## src/rtl/mem_ctrl_pkg.sv

```systemverilog
// mem_ctrl_pkg: shared FSM, port-select, IO-space and length encodings for mem_ctrl
package mem_ctrl_pkg;
  typedef enum logic [1:0] {IDLE, RD, WR} state_t;
  typedef enum logic {SEL_IF, SEL_MEM} sel_t;
  localparam logic [31:0] IO_BASE = 32'h0003_0000;
  localparam logic [2:0] LEN1 = 3'd1;
  localparam logic [2:0] LEN2 = 3'd2;
  localparam logic [2:0] LEN4 = 3'd4;
  function automatic logic [2:0] norm_len(input logic [2:0] l);
    return (l == LEN1 || l == LEN2) ? l : LEN4;
  endfunction
endpackage

```

## src/rtl/mem_ctrl_if.sv

```systemverilog
// mem_ctrl_if: fetch, load/store and byte-wide RAM bus signals of mem_ctrl
interface mem_ctrl_if;
  logic        if_req;
  logic [31:0] if_addr;
  logic [31:0] if_data;
  logic        if_done;
  logic        if_stall;
  logic        mem_req;
  logic        mem_we;
  logic [31:0] mem_addr;
  logic [2:0]  mem_len;
  logic [31:0] mem_wdata;
  logic [31:0] mem_rdata;
  logic        mem_done;
  logic        mem_stall;
  logic [7:0]  ram_din;
  logic [7:0]  ram_dout;
  logic [31:0] ram_a;
  logic        ram_wr;
  modport master (
    output if_req, if_addr, mem_req, mem_we, mem_addr, mem_len, mem_wdata, ram_din,
    input  if_data, if_done, if_stall, mem_rdata, mem_done, mem_stall, ram_dout, ram_a, ram_wr
  );
  modport slave (
    input  if_req, if_addr, mem_req, mem_we, mem_addr, mem_len, mem_wdata, ram_din,
    output if_data, if_done, if_stall, mem_rdata, mem_done, mem_stall, ram_dout, ram_a, ram_wr
  );
endinterface

```

## src/rtl/mem_ctrl.sv

```systemverilog
// mem_ctrl: byte-serial IF/MEM arbiter onto an 8-bit RAM bus; IO_BUF_FULL_EN adds UART back-pressure
module mem_ctrl
  import mem_ctrl_pkg::*;
(
  input  logic clk_in,
  input  logic rst_in,
  input  logic rdy_in,
`ifdef IO_BUF_FULL_EN
  input  logic io_buffer_full,
`endif
  mem_ctrl_if.slave bus
);
  state_t      state_q, state_d;
  sel_t        sel_q, sel_d;
  logic [2:0]  len_q, len_d;
  logic [2:0]  cnt_q, cnt_d;
  logic [31:0] a_q, a_d;
  logic [31:0] wdata_q, wdata_d;
  logic [31:0] rdata_q, rdata_d;
  logic        if_done_q, if_done_d;
  logic        mem_done_q, mem_done_d;
  logic [1:0]  lane;
  logic        io_wait;
  logic        issue;
`ifdef IO_BUF_FULL_EN
  assign io_wait = state_q == WR && a_q[17:16] == IO_BASE[17:16] && io_buffer_full;
`else
  assign io_wait = 1'b0;
`endif
  assign issue = state_q == WR && !io_wait;
  assign lane = (state_q == RD) ? cnt_q[1:0] - 2'd1 : cnt_q[1:0];
  assign bus.ram_a = a_q;
  assign bus.ram_wr = rdy_in && issue;
  assign bus.ram_dout = wdata_q[{lane, 3'b000} +: 8];
  assign bus.if_data = rdata_q;
  assign bus.mem_rdata = rdata_q;
  assign bus.if_done = if_done_q;
  assign bus.mem_done = mem_done_q;
  assign bus.if_stall = bus.if_req && !if_done_q;
  assign bus.mem_stall = bus.mem_req && !mem_done_q;
  // arbitration in IDLE, byte issue/capture in RD and WR, done pulse on the last byte
  always_comb begin
    state_d = state_q;
    sel_d = sel_q;
    len_d = len_q;
    cnt_d = cnt_q;
    a_d = a_q;
    wdata_d = wdata_q;
    rdata_d = rdata_q;
    if_done_d = 1'b0;
    mem_done_d = 1'b0;
    if (state_q == IDLE && !if_done_q && !mem_done_q && (bus.mem_req || bus.if_req)) begin
      sel_d = bus.mem_req ? SEL_MEM : SEL_IF;
      state_d = (bus.mem_req && bus.mem_we) ? WR : RD;
      len_d = bus.mem_req ? norm_len(bus.mem_len) : LEN4;
      a_d = bus.mem_req ? bus.mem_addr : bus.if_addr;
      wdata_d = bus.mem_wdata;
      rdata_d = '0;
      cnt_d = '0;
    end else if (state_q == RD) begin
      if (cnt_q != 3'd0) rdata_d[{lane, 3'b000} +: 8] = bus.ram_din;
      cnt_d = cnt_q + 3'd1;
      if (cnt_q + 3'd1 < len_q) a_d = a_q + 32'd1;
      if (cnt_q == len_q) begin
        state_d = IDLE;
        if_done_d = sel_q == SEL_IF;
        mem_done_d = sel_q == SEL_MEM;
      end
    end else if (issue) begin
      cnt_d = cnt_q + 3'd1;
      if (cnt_q + 3'd1 == len_q) begin
        state_d = IDLE;
        if_done_d = sel_q == SEL_IF;
        mem_done_d = sel_q == SEL_MEM;
      end else a_d = a_q + 32'd1;
    end
  end
  // state register; everything freezes while rdy_in is low
  always_ff @(posedge clk_in) begin
    if (rst_in) begin
      state_q <= IDLE;
      sel_q <= SEL_IF;
      len_q <= '0;
      cnt_q <= '0;
      a_q <= '0;
      wdata_q <= '0;
      rdata_q <= '0;
      if_done_q <= 1'b0;
      mem_done_q <= 1'b0;
    end else if (rdy_in) begin
      state_q <= state_d;
      sel_q <= sel_d;
      len_q <= len_d;
      cnt_q <= cnt_d;
      a_q <= a_d;
      wdata_q <= wdata_d;
      rdata_q <= rdata_d;
      if_done_q <= if_done_d;
      mem_done_q <= mem_done_d;
    end
  end
endmodule

```

## src/flat_wrapper.sv

```systemverilog
// flat-port wrapper written by rule: the top's interface ports become plain ports
module mem_ctrl_flat import mem_ctrl_pkg::*;
  (clk_in, rst_in, rdy_in, bus_if_req, bus_if_addr, bus_mem_req, bus_mem_we, bus_mem_addr, bus_mem_len, bus_mem_wdata, bus_ram_din, bus_if_data, bus_if_done, bus_if_stall, bus_mem_rdata, bus_mem_done, bus_mem_stall, bus_ram_dout, bus_ram_a, bus_ram_wr);
  mem_ctrl_if bus_i ();
  input  logic clk_in;
  input  logic rst_in;
  input  logic rdy_in;
  input wire logic [$bits(bus_i.if_req)-1:0] bus_if_req;
  input wire logic [$bits(bus_i.if_addr)-1:0] bus_if_addr;
  input wire logic [$bits(bus_i.mem_req)-1:0] bus_mem_req;
  input wire logic [$bits(bus_i.mem_we)-1:0] bus_mem_we;
  input wire logic [$bits(bus_i.mem_addr)-1:0] bus_mem_addr;
  input wire logic [$bits(bus_i.mem_len)-1:0] bus_mem_len;
  input wire logic [$bits(bus_i.mem_wdata)-1:0] bus_mem_wdata;
  input wire logic [$bits(bus_i.ram_din)-1:0] bus_ram_din;
  output wire logic [$bits(bus_i.if_data)-1:0] bus_if_data;
  output wire logic [$bits(bus_i.if_done)-1:0] bus_if_done;
  output wire logic [$bits(bus_i.if_stall)-1:0] bus_if_stall;
  output wire logic [$bits(bus_i.mem_rdata)-1:0] bus_mem_rdata;
  output wire logic [$bits(bus_i.mem_done)-1:0] bus_mem_done;
  output wire logic [$bits(bus_i.mem_stall)-1:0] bus_mem_stall;
  output wire logic [$bits(bus_i.ram_dout)-1:0] bus_ram_dout;
  output wire logic [$bits(bus_i.ram_a)-1:0] bus_ram_a;
  output wire logic [$bits(bus_i.ram_wr)-1:0] bus_ram_wr;
  assign bus_i.if_req = bus_if_req;
  assign bus_i.if_addr = bus_if_addr;
  assign bus_i.mem_req = bus_mem_req;
  assign bus_i.mem_we = bus_mem_we;
  assign bus_i.mem_addr = bus_mem_addr;
  assign bus_i.mem_len = bus_mem_len;
  assign bus_i.mem_wdata = bus_mem_wdata;
  assign bus_i.ram_din = bus_ram_din;
  assign bus_if_data = bus_i.if_data;
  assign bus_if_done = bus_i.if_done;
  assign bus_if_stall = bus_i.if_stall;
  assign bus_mem_rdata = bus_i.mem_rdata;
  assign bus_mem_done = bus_i.mem_done;
  assign bus_mem_stall = bus_i.mem_stall;
  assign bus_ram_dout = bus_i.ram_dout;
  assign bus_ram_a = bus_i.ram_a;
  assign bus_ram_wr = bus_i.ram_wr;
  mem_ctrl u_core (.clk_in(clk_in), .rst_in(rst_in), .rdy_in(rdy_in), .bus(bus_i));
endmodule
```

## config.mk

```make
export PLATFORM = sky130hd
export DESIGN_NAME = mem_ctrl_flat
export DESIGN_NICKNAME = d
export VERILOG_FILES = /design/src/rtl/mem_ctrl_pkg.sv /design/src/rtl/mem_ctrl_if.sv /design/src/rtl/mem_ctrl.sv /design/src/flat_wrapper.sv
export SDC_FILE = /design/constraint.sdc
export NUM_CORES = 1
export LEC_CHECK = 0
export CAP_MARGIN = 20
export CORE_ASPECT_RATIO = 0.7
export CORE_MARGIN = 2
export CORE_UTILIZATION = 64
export CTS_CLUSTER_DIAMETER = 80
export DETAILED_ROUTE_END_ITERATION = 7
export DONT_BUFFER_PORTS = 1
export PLACE_DENSITY = 0.79
export SYNTH_ARGS = -nofsm -noshare
export SYNTH_HDL_FRONTEND = slang
export SYNTH_SLANG_ARGS = --single-unit
```

## constraint.sdc

```tcl
create_clock -name clk_in -period 3.6 [get_ports clk_in]
set_input_delay 0.72 -clock clk_in [delete_from_list [all_inputs] [get_ports clk_in]]
set_output_delay 0.72 -clock clk_in [all_outputs]
set_load 0.1 [all_outputs]
```

==> Yosys cells after proc, flatten, opt, wreduce, memory -nomap -nowiden <==
Cells that the tools add are included.
{ "word_totals": {"regBits": 107, "in_bits": 113, "word_cells": 82} }
{ "op_classes": {"add_sub_neg": 4, "n_lt_le_gt_ge": 1, "n_eq_ne": 9, "n_shift": 3, "mux": 33, "bitwise": 1, "n_reduce_logical": 22} }
{ "op_table": {"columns": ["op", "count"], "rows": [
  ["2-to-1 mux 32 bit", 9],
  ["adder 32 x 1 -> 32 bit, second input constant", 1],
  ["bitwise mux 32 bit", 1],
  ["variable shift 8 x 7 -> 32 bit, first input constant", 1],
  ["variable part select 32 x 6 -> 8 bit", 1],
  ["variable part select 8 x 7 -> 32 bit", 1],
  ["2-to-1 mux 3 bit", 5],
  ["2-to-1 mux 2 bit", 7],
  ["2-to-1 mux 1 bit", 11],
  ["nonzero test 3 bit", 3],
  ["AND reduction 4 bit", 2],
  ["logical AND 1 bit", 7],
  ["negation 5 -> 7 bit", 1],
  ["== test 3 bit", 2],
  ["!= test 3 x 2 -> 1 bit, second input constant", 2],
  ["AND reduction 2 bit", 2],
  ["nonzero test 2 bit", 2],
  ["adder 3 x 1 -> 3 bit, second input constant", 1],
  ["== test 3 x 1 -> 1 bit, second input constant", 1],
  ["== test 3 x 2 -> 1 bit, second input constant", 1],
  ["< comparator 3 bit", 1],
  ["!= test 3 x 1 -> 1 bit, second input constant", 1],
  ["AND reduction 3 bit", 1],
  ["== test 2 x 1 -> 1 bit, second input constant", 1],
  ["6 further kinds", 8]
]} }

==> Logic depth before layout (Yosys ltp) <==
Gate-level depths: netlist (run 1).
{ "logic_depth": {"ltp_word": 8, "depth_mapped": 10} }

==> Worst setup path after synthesis (run 1) <==
Ideal clock, no wire load.
{ "synth_path": {"kind": "input -> output", "from": "input port bus_mem_req", "to": "output port bus_mem_stall", "t_arrival_ns": 2.842, "required_time_ns": 2.880, "path_slack_ns": 0.038, "path_stages": 3, "n_path_buf": 2, "path_cell_list": "buf_1 buf_1 nor2b_1"} }
{ "synth_via": {"elab_chain_len": 1} }
{ "synth_rtl": {"columns": ["element", "line_no", "text"], "rows": [
  ["start: declaration", "flat_wrapper.sv:10", "input wire logic [$bits(bus_i.mem_req)-1:0] bus_mem_req;"],
  ["logical AND 1 bit", "mem_ctrl.sv:40", "assign bus.mem_stall = bus.mem_req && !mem_done_q;"],
  ["end: declaration", "flat_wrapper.sv:21", "output wire logic [$bits(bus_i.mem_stall)-1:0] bus_mem_stall;"]
]} }
Every way passes these cells.

==> Worst setup path after layout (run 1) <==
{ "layout_path": {"from": "register u_core.state_q[0]", "to": "output port bus_ram_dout[6]"} }
{ "layout_via": {"elab_chain_len": 3} }
{ "layout_rtl": {"columns": ["element", "line_no", "text"], "rows": [
  ["start: declaration", "mem_ctrl.sv:13", "state_t state_q, state_d;"],
  ["start signal: assignment", "mem_ctrl.sv:91", "state_q <= state_d;"],
  ["== test 2 x 1 -> 1 bit", "mem_ctrl.sv:31", "assign lane = (state_q == RD) ? cnt_q[1:0] - 2'd1 : cnt_q[1:0];"],
  ["2-to-1 mux 2 bit", "mem_ctrl.sv:31", null],
  ["variable part select 32 x 6 -> 8 bit", "mem_ctrl.sv:34", "assign bus.ram_dout = wdata_q[{lane, 3'b000} +: 8];"],
  ["end: declaration", "flat_wrapper.sv:22", "output wire logic [$bits(bus_i.ram_dout)-1:0] bus_ram_dout;"]
]} }
Every way passes these cells.

==> results of run 1 <==
==> cell usage after synthesis (2+ instances only) <==
library cell,count,share of area
ha_1,11,0.024
nand4_1,15,0.016
buf_4,32,0.042
buf_2,4,0.0035
nor4_1,6,0.0066
inv_2,2,0.0013
nand2_1,105,0.069
and4_1,4,0.0061
nor4_2,2,0.0044
buf_1,4,0.0026
o21ai_0,39,0.034
nand3_1,18,0.016
nor3b_1,3,0.0040
and2_1,4,0.0044
a21oi_1,86,0.076
a21o_1,4,0.0053
or3_1,3,0.0033
xor2_1,3,0.0046
a211oi_1,3,0.0040
dfxtp_1,107,0.38
mux2_2,6,0.012
and3_1,7,0.0077
a21oi_2,2,0.0031
nor3_1,20,0.018
nor2b_1,6,0.0066
mux2i_1,26,0.046
o32ai_1,4,0.0061
o31a_1,2,0.0031
mux4_2,8,0.032
a31oi_1,5,0.0055
a22oi_1,34,0.045
clkbuf_1,35,0.023
nand2b_1,6,0.0066
nor2_1,73,0.048
inv_1,12,0.0079
xnor2_1,3,0.0046
==> area by class of cell <==
| cell class | instances | area [µm²] | share of cell area |
|---|---|---|---|
| clock buffer | 10 | 239 | 0.0390 |
| clock inverter | 6 | 71.3 | 0.0116 |
| inverter | 14 | 52.6 | 0.00857 |
| multi-input combinational | 522 | 3110 | 0.508 |
| sequential | 107 | 2180 | 0.356 |
| tap | 120 | 150 | 0.0245 |
| timing repair buffer | 43 | 323 | 0.0526 |
==> state kept, by name, indices dropped and copies added, names as in the netlist <==
register,cells
u_core.bus.if_data,32
u_core.bus.if_done,1
u_core.bus.mem_done,1
u_core.bus.ram_a,32
u_core.cnt_q,3
u_core.len_q,3
u_core.sel_q,1
u_core.state_q,2
u_core.wdata_q,32
==> final timing paths <==
path	from	end	slack, ns
max	u_core.state_q[0]$_SDFFE_PP0P_	bus_ram_dout[6]	0.40
max reg2reg	u_core.cnt_q[0]$_SDFFE_PP0P_	u_core.bus.ram_a[30]$_SDFFE_PP0P_	0.45
min	rst_in	u_core.bus.if_data[31]$_SDFFE_PP0P_	0.44
min reg2reg	u_core.wdata_q[23]$_SDFFE_PP0P_	u_core.wdata_q[23]$_SDFFE_PP0P_	0.45
==> per-stage QoR <==
| step | worst slack, ns | std cells |
|---|---|---|
| 6_report | 0.400 | 822 |
| 4_1_cts | 0.389 | 822 |
| 2_1_floorplan | 0.0380 | 718 |
| 5_1_grt | 0.225 | 822 |
| 3_5_place_dp | 0.570 | 806 |
| 3_3_place_gp | 0.789 | 806 |
==> routing by layer <==
metal	track usage	up-vias	share of wire
li1	-	2486	-
met1	0.411	2435	0.41
met2	0.477	338	0.46
met3	0.0956	36	0.11
met4	0.0952	0	0.025
met5	0	-	0
==> cells by family after synthesis <==
| family | synth area share |
|---|---|
| compound gates | 0.189 |
| xor+xnor | 0.00922 |
| fa+ha+maj | 0.0241 |
| buf+inv | 0.0806 |
| flops | 0.376 |
| mux | 0.0891 |
| simple gates | 0.232 |
==> power by group through the flow <==
| stage | clock network (µW) | registers [µW] | logic (µW) |
|---|---|---|---|
| finish | 1020 | 1310 | 827 |
| global route | 1080 | 1320 | 878 |
| CTS | 1030 | 1310 | 818 |
| detailed placement | 0 | 1330 | 815 |
| global placement | 0 | 1330 | 796 |
| floorplan | 0 | 1560 | 459 |
==> placed cells by master (no fill, tap or decap), drive strengths merged, types with 4 or more instances in the layout <==
cell type	n
mux4	8
nand4	15
o32ai	4
buf	43
and3	7
nor4	9
o21ai	40
mux2i	26
mux2	6
and4	4
a31oi	5
nand2b	6
inv	16
clkbuf	10
nor3	21
a22oi	34
nand2	105
nand3	18
nor2	74
and2	4
a21oi	88
nor2b	6
ha	11
dfxtp	107
a21o	4
==> results.json, run 1 <==
{
  "status": "finished clean",
  "design_area_um2": 6130,
  "hold_viol": 0,
  "synth_ff_type": "dfxtp_1",
  "hold_slack_ns": 0.444,
  "final_nets": 821,
  "dieArea_um2": 9690,
  "fillers": 709,
  "worstSetupPathType": "flip-flop to output pin",
  "port_buffers": 0,
  "clockPowerShare": 0.323,
  "reg2reg_depth": 10,
  "core_area_um2": 8550,
  "avgSynthCellArea_um2": 7.94,
  "max_freq_mhz": 312,
  "crit_fanout": 10,
  "ys_warn_count": 0,
  "drtIter0Drc": 593,
  "report.final.slew_viol_count": 0,
  "cp_data_arrival_time_ns": 2.48,
  "antenna_found_initial": 0,
  "syn_to_final_growth_pct": 7.57,
  "synthArstFlopShare": 0,
  "rows": 28,
  "ant_nets": 0,
  "period_needed_ns": 3.20,
  "dr.pass1.iters": 5,
  "vias": 5295,
  "holdPathStages": 1,
  "cp_cell_sequence": "nor2b_1, xnor2_1, inv_2, mux4_2",
  "skew_ns": 0.00615,
  "grt-ovfl-total": 0,
  "placed_cell_area_um2": 5820,
  "powerDensity_nw_per_um2": 514,
  "swShare": 0.362,
  "syn_inst": 718,
  "ir_drop_v": 0.000406,
  "postRouteWirelength_um": 15400,
  "ys_seq_elements": 107,
  "first_global_vias": 4810,
  "crit_path_top_delay_cell": "mux4_2",
  "p_int_uw": 2010,
  "finalCritPeriodShare": 0.889,
  "worstMarginPinSlew_ns": 1.07,
  "pin_count": 222,
  "cp_top_family": "multiplexers",
  "synth-seq-area-share": 0.376,
  "rsz0062_at_grt": "no",
  "grt_max_degree": 110,
  "cts_root_buffer": "clkbuf_16",
  "cp_num_cells": 4,
  "hpwl_um": 10800,
  "initial_utilization": 0.667,
  "synth_nets": 842,
  "tns_ns": 0,
  "combPwrFrac": 0.262,
  "p_total_uw": 3150,
  "routedWlPerCell_um": 18.7,
  "synth.distinct_cells": 50,
  "cts_sinks": 107,
  "cts_buffers": 9,
  "vias_per_cell": 6.44,
  "cts_tree": "yes",
  "post_cts_resized": 0,
  "die_width_um": 117,
  "antenna_cells": 0,
  "clock_path_buffers": 2,
  "p_leak_uw": 0.00226,
  "hold_buffers": 0,
  "grt_use_total": 0.308,
  "final_util": 0.717,
  "insertion_delay_ns": 0.34,
  "p_sw_uw": 1140,
  "synth_enable_flop_cells": 0,
  "drive_gt1_frac": 0.170,
  "route.detailed.drc": 0,
  "max_slew_margin": 0.284,
  "required_ns": 2.88,
  "grt_pass1_wl_um": 24000,
  "startpoint_type": "flip-flop",
  "final-setup-viol-count": 0,
  "critPathBufInv": 1,
  "netlist_area_um2": 5700,
  "cts.clk_slew.worst_paths_ns": 0.07,
  "pwr-share-seq": 0.415,
  "die_height_um": 83.0,
  "crit_path_end_kind": "output pin",
  "slowest_delay_ns": 0.78,
  "hold_path.class": "primary input to flip-flop",
  "cap_violations": 0,
  "cts-htree-levels": 3,
  "cts_setup_buffers": 0,
  "place.gp.congestion": 0.958
}
Power figures use the tool's default switching activity.
==> run 2, diff against run 1 <==
--- a/config.mk
+++ b/config.mk
@@ -9,6 +9,7 @@
 export CORE_ASPECT_RATIO = 0.7
 export CORE_MARGIN = 2
 export CORE_UTILIZATION = 64
+export CTS_BUF_LIST = sky130_fd_sc_hd__clkbuf_2 sky130_fd_sc_hd__clkbuf_4 sky130_fd_sc_hd__clkbuf_8
 export CTS_CLUSTER_DIAMETER = 80
 export DETAILED_ROUTE_END_ITERATION = 7
 export DONT_BUFFER_PORTS = 1
==> constraint.sdc (replaced) <==
create_clock -name clk_in -period 3.6 [get_ports clk_in]
set_input_delay 0.36 -clock clk_in [delete_from_list [all_inputs] [get_ports clk_in]]
set_output_delay 0.36 -clock clk_in [all_outputs]
set_load 0.1 [all_outputs]
==> run 2 against run 1 <==
Net effect: clock power shrank 33%; core utilization decreased by 1.7 points; hold slack lost 0.40 ns; power down 11%; critical path type is now flip-flop to flip-flop; setup slack better by 0.044 ns; design area shrank 2.4%.
==> results.json, run 2 (synthesized netlist as in run 1, its figures left out) <==
{
  "max_freq_mhz": 317,
  "hold_buffers": 0,
  "drive_gt1_frac": 0.167,
  "p_total_uw": 2810,
  "post_cts_resized": 0,
  "cts_buffers": 9,
  "wl_met1_um": 6280,
  "dieArea_um2": 9690,
  "route.detailed.drc": 0,
  "grt_max_degree": 110,
  "hpwl_um": 10900,
  "startpoint_type": "flip-flop",
  "pin_count": 222,
  "final_util": 0.700,
  "ant_nets": 0,
  "vias": 5234,
  "hold_viol": 0,
  "routedWlPerCell_um": 18.6,
  "cts.clk_slew.worst_paths_ns": 0.11,
  "final-setup-viol-count": 0,
  "postRouteWirelength_um": 15200,
  "powerDensity_nw_per_um2": 470,
  "hold_slack_ns": 0.0472,
  "cts-htree-levels": 3,
  "status": "finished clean",
  "dr.pass1.iters": 7,
  "core_area_um2": 8550,
  "p_leak_uw": 0.00219,
  "cts_setup_buffers": 0,
  "rsz0062_at_grt": "no",
  "cts_root_buffer": "clkbuf_8",
  "max_slew_margin": 0.263,
  "initial_utilization": 0.667,
  "rows": 28,
  "final_nets": 819,
  "clock_path_buffers": 2,
  "report.final.slew_viol_count": 0,
  "hold_path.class": "primary input to flip-flop",
  "cts_sinks": 107,
  "route.met2.wl_um": 7100,
  "syn_to_final_growth_pct": 4.98,
  "crit_path_end_kind": "flip-flop",
  "finalCritPeriodShare": 0.877,
  "vias_per_cell": 6.38,
  "first_global_vias": 4814,
  "cap_violations": 0,
  "layout_commonest_cell": "nand2_1",
  "worstMarginPinSlew_ns": 1.10,
  "tns_ns": 0,
  "layout_common_cells": "nand2_1, a21oi_1, dfxtp_1",
  "grt_use_total": 0.308,
  "cp_data_arrival_time_ns": 3.46,
  "insertion_delay_ns": 0.37,
  "cts_tree": "yes",
  "wl_met3_um": 1580,
  "antenna_cells": 0,
  "grt-ovfl-total": 0,
  "period_needed_ns": 3.16,
  "skew_ns": 0.0128,
  "port_buffers": 0,
  "crit_fanout": 31,
  "antenna_found_initial": 0,
  "die_height_um": 83.0,
  "drtIter0Drc": 496,
  "ir_drop_v": 0.000259,
  "grt_pass1_wl_um": 24000,
  "required_ns": 3.91,
  "place.gp.congestion": 0.945,
  "worstSetupPathType": "flip-flop to flip-flop",
  "die_width_um": 117,
  "top_layer_used": "met4"
}
==> run 2: cell count changes in the layout (fill, tap and decap cells not counted) <==
cell / change
clkbuf_16: -9
clkbuf_8: +8
buf_4: -2
clkinv_2: +2
inv_6: -2
bufinv_16: -1
clkinv_4: +1
inv_8: +1
==> run 2: worst paths after layout <==
check                                              to  slack (ns)                            from  depth (start not counted)
setup / recovery    u_core.bus.ram_a[29]$_SDFFE_PP0P_        0.44    u_core.cnt_q[0]$_SDFFE_PP0P_                          9
hold / removal    u_core.bus.if_data[22]$_SDFFE_PP0P_        0.05                          rst_in                          1
setup reg to reg    u_core.bus.ram_a[29]$_SDFFE_PP0P_        0.44    u_core.cnt_q[0]$_SDFFE_PP0P_                          9
hold reg to reg        u_core.wdata_q[2]$_SDFFE_PP0P_        0.46  u_core.wdata_q[2]$_SDFFE_PP0P_                          2
==> run 2: cell type report <==
type	count	area, µm²
multi-input combinational	522	3110
fill	730	2560
sequential	107	2180
timing repair buffer	41	308
tap	120	150
clock buffer	9	124
clock inverter	7	53.8
inverter	14	52.6
==> run 2: layer usage <==
layer  GRT usage  vias to the layer above
met1       0.415                     2449
li1            -                     2473
met3      0.0942                       31
met4      0.0898                        0
met5           0                        -
met2       0.477                      281
==> run 2: per-stage QoR <==
step	cell area, µm²	cells	worst slack [ns]
CTS	5980	820	0.479
detailed placement	5810	804	0.497
global route	5980	820	0.144
finish	5980	820	0.444
global placement	5810	804	0.631
floorplan	5700	718	0.758
==> run 2: worst max-delay path, cell delays in order, from the launching register on <==
cell and delay (ns):
dfxtp_1 0.41, inv_1 0.10, ha_1 0.33, ha_1 0.31, nor2b_1 0.12, o21ai_0 0.07, a22oi_1 0.47, a21o_1 0.88
o21ai_0 0.21, a31oi_1 0.20
==> run 2: power by group <==
part	internal (µW)	switching (µW)
Sequential	1250	55.2
Combinational	200	628
Clock	257	428
==> run 3, diff against run 2 <==
--- a/config.mk
+++ b/config.mk
@@ -7,7 +7,7 @@
 export LEC_CHECK = 0
 export CAP_MARGIN = 20
 export CORE_ASPECT_RATIO = 0.7
-export CORE_MARGIN = 2
+export CORE_MARGIN = 3
 export CORE_UTILIZATION = 64
 export CTS_BUF_LIST = sky130_fd_sc_hd__clkbuf_2 sky130_fd_sc_hd__clkbuf_4 sky130_fd_sc_hd__clkbuf_8
 export CTS_CLUSTER_DIAMETER = 80
==> run 3 against run 2 <==
Net effect: setup slack better by 0.0045 ns; clock skew about the same; sequential power about the same; non-clock buffer count unchanged; critical path type unchanged.
==> results.json, run 3 (synthesized netlist as in run 1, its figures left out) <==
{
  "status": "finished clean",
  "top_layer_used": "met4",
  "required_ns": 3.91,
  "port_buffers": 0,
  "worstSetupPathType": "flip-flop to flip-flop",
  "die_height_um": 85.0,
  "ant_nets": 0,
  "crit_path_top_delay_cell": "a21o_1",
  "clock_path_buffers": 2,
  "route.met2.wl_um": 7110,
  "cts_tree": "yes",
  "cap_violations": 0,
  "cp_data_arrival_time_ns": 3.46,
  "vias_per_cell": 6.45,
  "dr.pass1.iters": 5,
  "pin_count": 222,
  "max_slew_margin": 0.259,
  "place.gp.congestion": 0.906,
  "worstMarginPinSlew_ns": 1.11,
  "cts_sinks": 107,
  "cts_setup_buffers": 0,
  "p_leak_uw": 0.00221,
  "design_area_um2": 6010,
  "first_global_vias": 4752,
  "hold_path.class": "primary input to flip-flop",
  "crit_path_end_kind": "flip-flop",
  "finalCritPeriodShare": 0.876,
  "routedWlPerCell_um": 18.7,
  "vias": 5290,
  "wl_met1_um": 6410,
  "report.final.slew_viol_count": 0,
  "place_worst_setup_slack_ns": 0.521,
  "post_cts_resized": 0,
  "cp_cell_sequence": "inv_1, ha_1, ha_1, nor2b_1, o21ai_0, a22oi_1, a21o_1, o21ai_0, a21oi_1",
  "layout_common_cells": "nand2_1, a21oi_1, dfxtp_1",
  "period_needed_ns": 3.15,
  "grt-ovfl-total": 0,
  "hold_viol": 0,
  "dp_cells": 804,
  "final_nets": 819,
  "final-setup-viol-count": 0,
  "skew_ns": 0.0124,
  "hold_slack_ns": 0.0386,
  "core_area_um2": 8550,
  "antenna_found_initial": 0,
  "cts_buffers": 9,
  "antenna_cells": 0,
  "syn_to_final_growth_pct": 5.47,
  "layout_commonest_cell": "nand2_1",
  "initial_utilization": 0.667,
  "rows": 28,
  "slowest_delay_ns": 0.86,
  "drive_gt1_frac": 0.167,
  "layout_setup_ws_ns": 0.448,
  "postRouteWirelength_um": 15400,
  "placed_cell_area_um2": 5810,
  "max_freq_mhz": 317,
  "grt_pass1_wl_um": 24200,
  "powerDensity_nw_per_um2": 478,
  "cts-htree-levels": 3,
  "dieArea_um2": 10100,
  "startpoint_type": "flip-flop",
  "insertion_delay_ns": 0.38,
  "hold_buffers": 0,
  "cts.clk_slew.worst_paths_ns": 0.11,
  "die_width_um": 119,
  "route.detailed.drc": 0,
  "tns_ns": 0,
  "wl_met3_um": 1540,
  "crit_fanout": 31,
  "drtIter0Drc": 684,
  "cts_root_buffer": "clkbuf_8",
  "rsz0062_at_grt": "no",
  "hpwl_um": 11000,
  "grt_use_total": 0.293,
  "ir_drop_v": 0.000311,
  "grt_max_degree": 110,
  "finalNonFillerCells": 820
}
[run 3: cell types whose count changed in the layout (fill, tap and decap cells not counted), sizes merged]
cell and delta:
clkinv -2, inv +3, clkbuf +1, clkinvlp -2
[run 3: final timing paths]
check             cells past startpoint                             from  slack [ns]                             endpoint
setup / recovery                      9     u_core.cnt_q[0]$_SDFFE_PP0P_        0.45    u_core.bus.ram_a[22]$_SDFFE_PP0P_
hold / removal                        1                           rst_in        0.04  u_core.bus.if_data[25]$_SDFFE_PP0P_
setup reg to reg                      9     u_core.cnt_q[0]$_SDFFE_PP0P_        0.45    u_core.bus.ram_a[22]$_SDFFE_PP0P_
hold reg to reg                       2  u_core.wdata_q[14]$_SDFFE_PP0P_        0.46      u_core.wdata_q[14]$_SDFFE_PP0P_
[run 3: report_power, final]
| part | switching, µW | leakage [µW] | internal (µW) |
|---|---|---|---|
| Sequential | 53.6 | 0.000887 | 1250 |
| Clock | 453 | 0.000104 | 292 |
| Combinational | 630 | 0.00122 | 200 |
[run 3: final cells by class]
cell class	count	area (µm²)
clock buffers	10	138
clock inverters	6	67.6
fillers	726	2540
inverters	14	52.6
multi-input cells	522	3110
flip-flops and latches	107	2180
well taps	120	150
repair buffers	41	308
[run 3: through the flow]
stage,total power (µW),utilization
finish,2880,0.703
CTS,2880,0.703
detailed placement,2150,0.679
floorplan,2020,-
global placement,2130,0.679
global route,3000,0.703
[run 3: worst max-delay path: cells and delay by family, from the launching register on]
kind	cells	cell delay, ns
adder cells (fa/ha/maj)	2	0.66
AND/OR/NAND/NOR	1	0.12
buffers and inverters	1	0.10
AO/OA/AOI/OAI	5	1.79
flip-flops	1	0.42
[run 3: metal layers]
| layer | GRT usage | vias to the layer above |
|---|---|---|
| li1 | - | 2476 |
| met1 | 0.398 | 2460 |
| met2 | 0.456 | 320 |
| met3 | 0.0813 | 34 |
| met4 | 0.0999 | 0 |
| met5 | 0 | - |
==> patch 1 (flow settings as in run 3) <==
Reset style: asynchronous (`rst_in`), changed in one clocked block.
--- a/src/rtl/mem_ctrl.sv
+++ b/src/rtl/mem_ctrl.sv
@@ -78,3 +78,3 @@
   // state register; everything freezes while rdy_in is low
-  always_ff @(posedge clk_in) begin
+  always_ff @(posedge clk_in or posedge rst_in) begin
     if (rst_in) begin
Behaviour: differs if rst_in is asserted again (counterexample within 4 cycles, from zero or initial values and one cycle with rst_in high); with rst_in held inactive, the same outputs for 4 cycles.
==> patch 1 against run 3 <==
Area after synthesis is 8.5% higher; final area increased by 7.9%; highest routed layer unchanged; sequential share of layout area grew 5.6 points; setup slack improved by 0.066 ns; sequential cell count stayed put; cell count shrank 17%; routed wire length shrank 2.0%.
Power is not shown: default switching activity piles up to over one toggle a cycle in this logic, so the estimate is an artifact.
==> patch 1: results (changes against run 3) <==
status: finished clean
setup bufs post-CTS: 0 (unchanged)
DRT iter0 DRCs: 360 (-47%)
final clock skew: 0.0116 ns (-0.000852 ns)
largest net degree at the start of global routing: 86 (-22%)
routability congestion estimate: 0.904 (-0.15%)
synthesized area per cell: 10.9 um2 (+38%)
layout cells sized above 1: 30.2% (+13 points)
CP delay by family, top: compound AO/OA/AOI/OAI gates
via/cell ratio: 6.80 (+5.4%)
H-tree levels: 3 (unchanged)
Max FO, Critical Path: 20 (-35%)
max_slew headroom: 32.8% (+7.0 points)
Synth area leaders: dfrtp_1, mux2_2, buf_4
Cells after DPL: 663 (-18%)
DPL Wire Length: 10900 um (-1.5%)
FILL cells: 675 (-7.0%)
Mapped Nets: 687 (-18%)
wire per inst: 22.1 um (+18%)
Seq/Total Area, Yosys: 43.3% (+5.7 points)
final cell count without fillers: 681 (-17%)
vias in the first global route: 4615 (-2.9%)
Reg clk slew, reported paths: 0.11 ns (about the same)
Total GRT Usage: 27.2% (-2.2 points)
Yosys cell types: 60 (+20%)
ys async rst share: 100% (+100 points)
slowest CP cell: dfrtp_1
# nets final: 673 (-18%)
first-pass GRT wire length: 23500 um (-2.9%)
Synth Flop Type: dfrtp_1
[patch 1: metal layers]
| metal | GRT usage [%] | wire, um |
|---|---|---|
| met3 | 7.60 | 1430 |
| met2 | 44.8 | 7470 |
| met5 | 0 | 0 |
| met1 | 36.4 | 6050 |
| met4 | 6.03 | 106 |
[patch 1: layout make-up]
cell class,count,area share (%)
clock buffer,10,2.12
clock inverter,6,0.964
inverter,16,0.964
multi-input combinational,373,45.9
sequential,107,41.9
tap,124,2.39
timing repair buffer,45,5.75
[patch 1: stage by stage]
stage	hold slack (ns)	cell area, um2	setup WS (ns)
final	0.0762	6490	0.514
after detailed placement	0.461	6250	0.529
after CTS	0.0620	6450	0.520
after global placement	0.445	6250	0.694
after global routing	0.0460	6490	0.249
after floorplan	0.431	6180	0.423
[patch 1: path summary, 6_finish.rpt]
kind                       cells past startpoint            start                     end  slack (ns)
setup / recovery                               8  u_core.cnt_q[0]     u_core.bus.ram_a[7]        0.51
hold / removal                                 1   bus_mem_len[1]         u_core.len_q[0]        0.08
setup reg to reg                               8  u_core.cnt_q[0]     u_core.bus.ram_a[7]        0.51
hold reg to reg                                1     u_core.sel_q      u_core.bus.if_done        0.47
max in group asynchronous                      4           rst_in      u_core.wdata_q[14]        2.25
min in group asynchronous                      2           rst_in  u_core.bus.if_data[19]        0.39
[patch 1: kinds of logic (layout without fill, tap and decap cells)]
| group | count (synthesis) | in the layout | share of synthesized area (%) |
|---|---|---|---|
| fa+ha+maj | 8 | 8 | 1.62 |
| flops | 107 | 107 | 43.3 |
| buf+inv | 86 | 77 | 8.68 |
| mux | 66 | 66 | 13.4 |
| simple gates | 140 | 140 | 13.1 |
| xor+xnor | 5 | 5 | 1.01 |
| compound gates | 154 | 154 | 18.9 |
==> patch 2 (flow settings as in run 3) <==
Without the edit above. The 3 states of `state_t` get a one-hot encoding in 3 bits.
--- a/src/rtl/mem_ctrl_pkg.sv
+++ b/src/rtl/mem_ctrl_pkg.sv
@@ -2,3 +2,3 @@
 package mem_ctrl_pkg;
-  typedef enum logic [1:0] {IDLE, RD, WR} state_t;
+  typedef enum logic [2:0] {IDLE = 3'b001, RD = 3'b010, WR = 3'b100} state_t;
   typedef enum logic {SEL_IF, SEL_MEM} sel_t;
Behaviour: no difference found for any inputs over 4 cycles, from zero or initial values and one cycle with rst_in high; so few cycles prove little.
==> patch 2 against run 3 <==
Sequential share of layout area down 1.8 points; clock skew shrank 0.0048 ns; setup slack got worse by 0.033 ns; area after synthesis increased by 6.9%; sequential power about the same; routed wire length up 11%; total power decreased by 4.2%; sequential cell count up 1; final area grew 6.2%; cell count is 3.2% higher; critical path depth down 4.
==> patch 2: results (changes against run 3) <==
status: finished clean
Yosys warnings: 0 (unchanged)
total CTS buffers: 9 (unchanged)
initial antenna violation count: 0 (unchanged)
Min-Delay Path Class: input pin to flop
clock group total power: 0.000675 W (-9.4%)
DRT iter0 DRCs: 632 (-7.6%)
Yosys cell types: 61 (+22%)
PortBufs: 0 (unchanged)
Total GRT Usage: 30.1% (+0.72 points)
vias in the first global route: 5164 (+8.7%)
main combinational cell family by area after synthesis: simple AND/OR/NAND/NOR gates
ys async rst share: 0% (unchanged)
Max FO, Critical Path: 9 (-71%)
Mapped Nets: 866 (+2.9%)
routability congestion estimate: 0.914 (+0.89%)
clk_lat worst skew: 0.36 ns (-0.02 ns)
Synth Area in Compound Gates: 21.6% (+2.7 points)
DPL Wire Length: 12100 um (+10%)
via/cell ratio: 6.87 (+6.5%)
Initial DRT Pass Iterations: 5 (unchanged)
Synth Flop Type: dfxtp_1
Bufs on Longest Clock Path: 2 (unchanged)
Seq group: 0.00130 W (about the same)
# nets final: 840 (+2.6%)
top post-synthesis cells by count: dfxtp_1, nand2_1, nor2_1
max_slew headroom: 28.9% (+3.0 points)
first-pass GRT wire length: 26200 um (+8.0%)
wire per inst: 20.1 um (+7.2%)
Synth area leaders: dfxtp_1, nand2_1, a21oi_1
post_cts resized: 0 (unchanged)
setup bufs post-CTS: 0 (unchanged)
Post-Synth Adder-Cell Area: 1.85% (-0.57 points)
xor/xnor cell area share of the yosys netlist: 1.31% (+0.39 points)
n_diodes: 0 (unchanged)
Seq/Total Area, Yosys: 35.5% (-2.1 points)
final clock skew: 0.00769 ns (-0.00475 ns)
crit path DAT: 2.82 ns (-0.64 ns)
Leak: 2.27 nW (+2.7%)
layout cells sized above 1: 18.1% (+1.4 points)
Placement Setup Slack: 0.515 ns (-0.00567 ns)
H-tree levels: 3 (unchanged)
Worst VDD drop: 0.000283 V (-9.0%)
post-synthesis mux area share: 8.56% (-0.35 points)
Switch Pwr: 0.00104 W (-8.3%)
FILL cells: 750 (+3.3%)
Clock Tree Root: clkbuf_8
largest net degree at the start of global routing: 110 (unchanged)
Reg clk slew, reported paths: 0.10 ns
Final Hold Vio Count: 0 (unchanged)
==> patch 2: routing by layer <==
| layer | part of all wire [%] | global-route usage (%) | routed length [um] | vias up |
|---|---|---|---|---|
| li1 | - | - | - | 2625 |
| met1 | 41 | 40.8 | 6900 | 2738 |
| met2 | 45 | 46.6 | 7720 | 402 |
| met3 | 12 | 8.65 | 2000 | 45 |
| met4 | 2.1 | 9.65 | 350 | 0 |
| met5 | 0 | 0 | 0 | - |
==> patch 2: final cells by class <==
type | count | area, um2 | share of cell area (%)
inverter | 22 | 87.6 | 1.37
tap | 124 | 155 | 2.43
clock buffer | 9 | 124 | 1.94
clock inverter | 6 | 50.0 | 0.784
sequential | 108 | 2200 | 34.5
timing repair buffer | 49 | 388 | 6.07
multi-input combinational | 528 | 3380 | 52.9
==> patch 2: stage by stage <==
stage          cells  instance area, um2  hold slack, ns  power, W
2_1_floorplan    744                6100           0.433   0.00197
3_3_place_gp     831                6210           0.433   0.00207
3_5_place_dp     831                6210           0.435   0.00210
4_1_cts          846                6390          0.0376   0.00276
5_1_grt          846                6390          0.0308   0.00288
6_report         846                6390          0.0563   0.00275
==> patch 2: worst paths after layout <==
path	start	end	slack, ns	cells past startpoint
setup reg to reg	u_core.state_q[1]	u_core.bus.if_data[0]	0.42	7
hold / removal	rst_in	u_core.bus.if_data[1]	0.06	1
setup / recovery	u_core.state_q[1]	bus_ram_dout[7]	0.42	5
hold reg to reg	u_core.wdata_q[13]	u_core.wdata_q[13]	0.45	2
==> patch 2: worst max-delay path, cell delays in order (launching register included) <==
cell and delay (ns):
dfxtp_1 0.48, or3b_1 0.57, mux2i_1 0.50, inv_2 0.20, mux4_2 0.47, buf_4 0.25
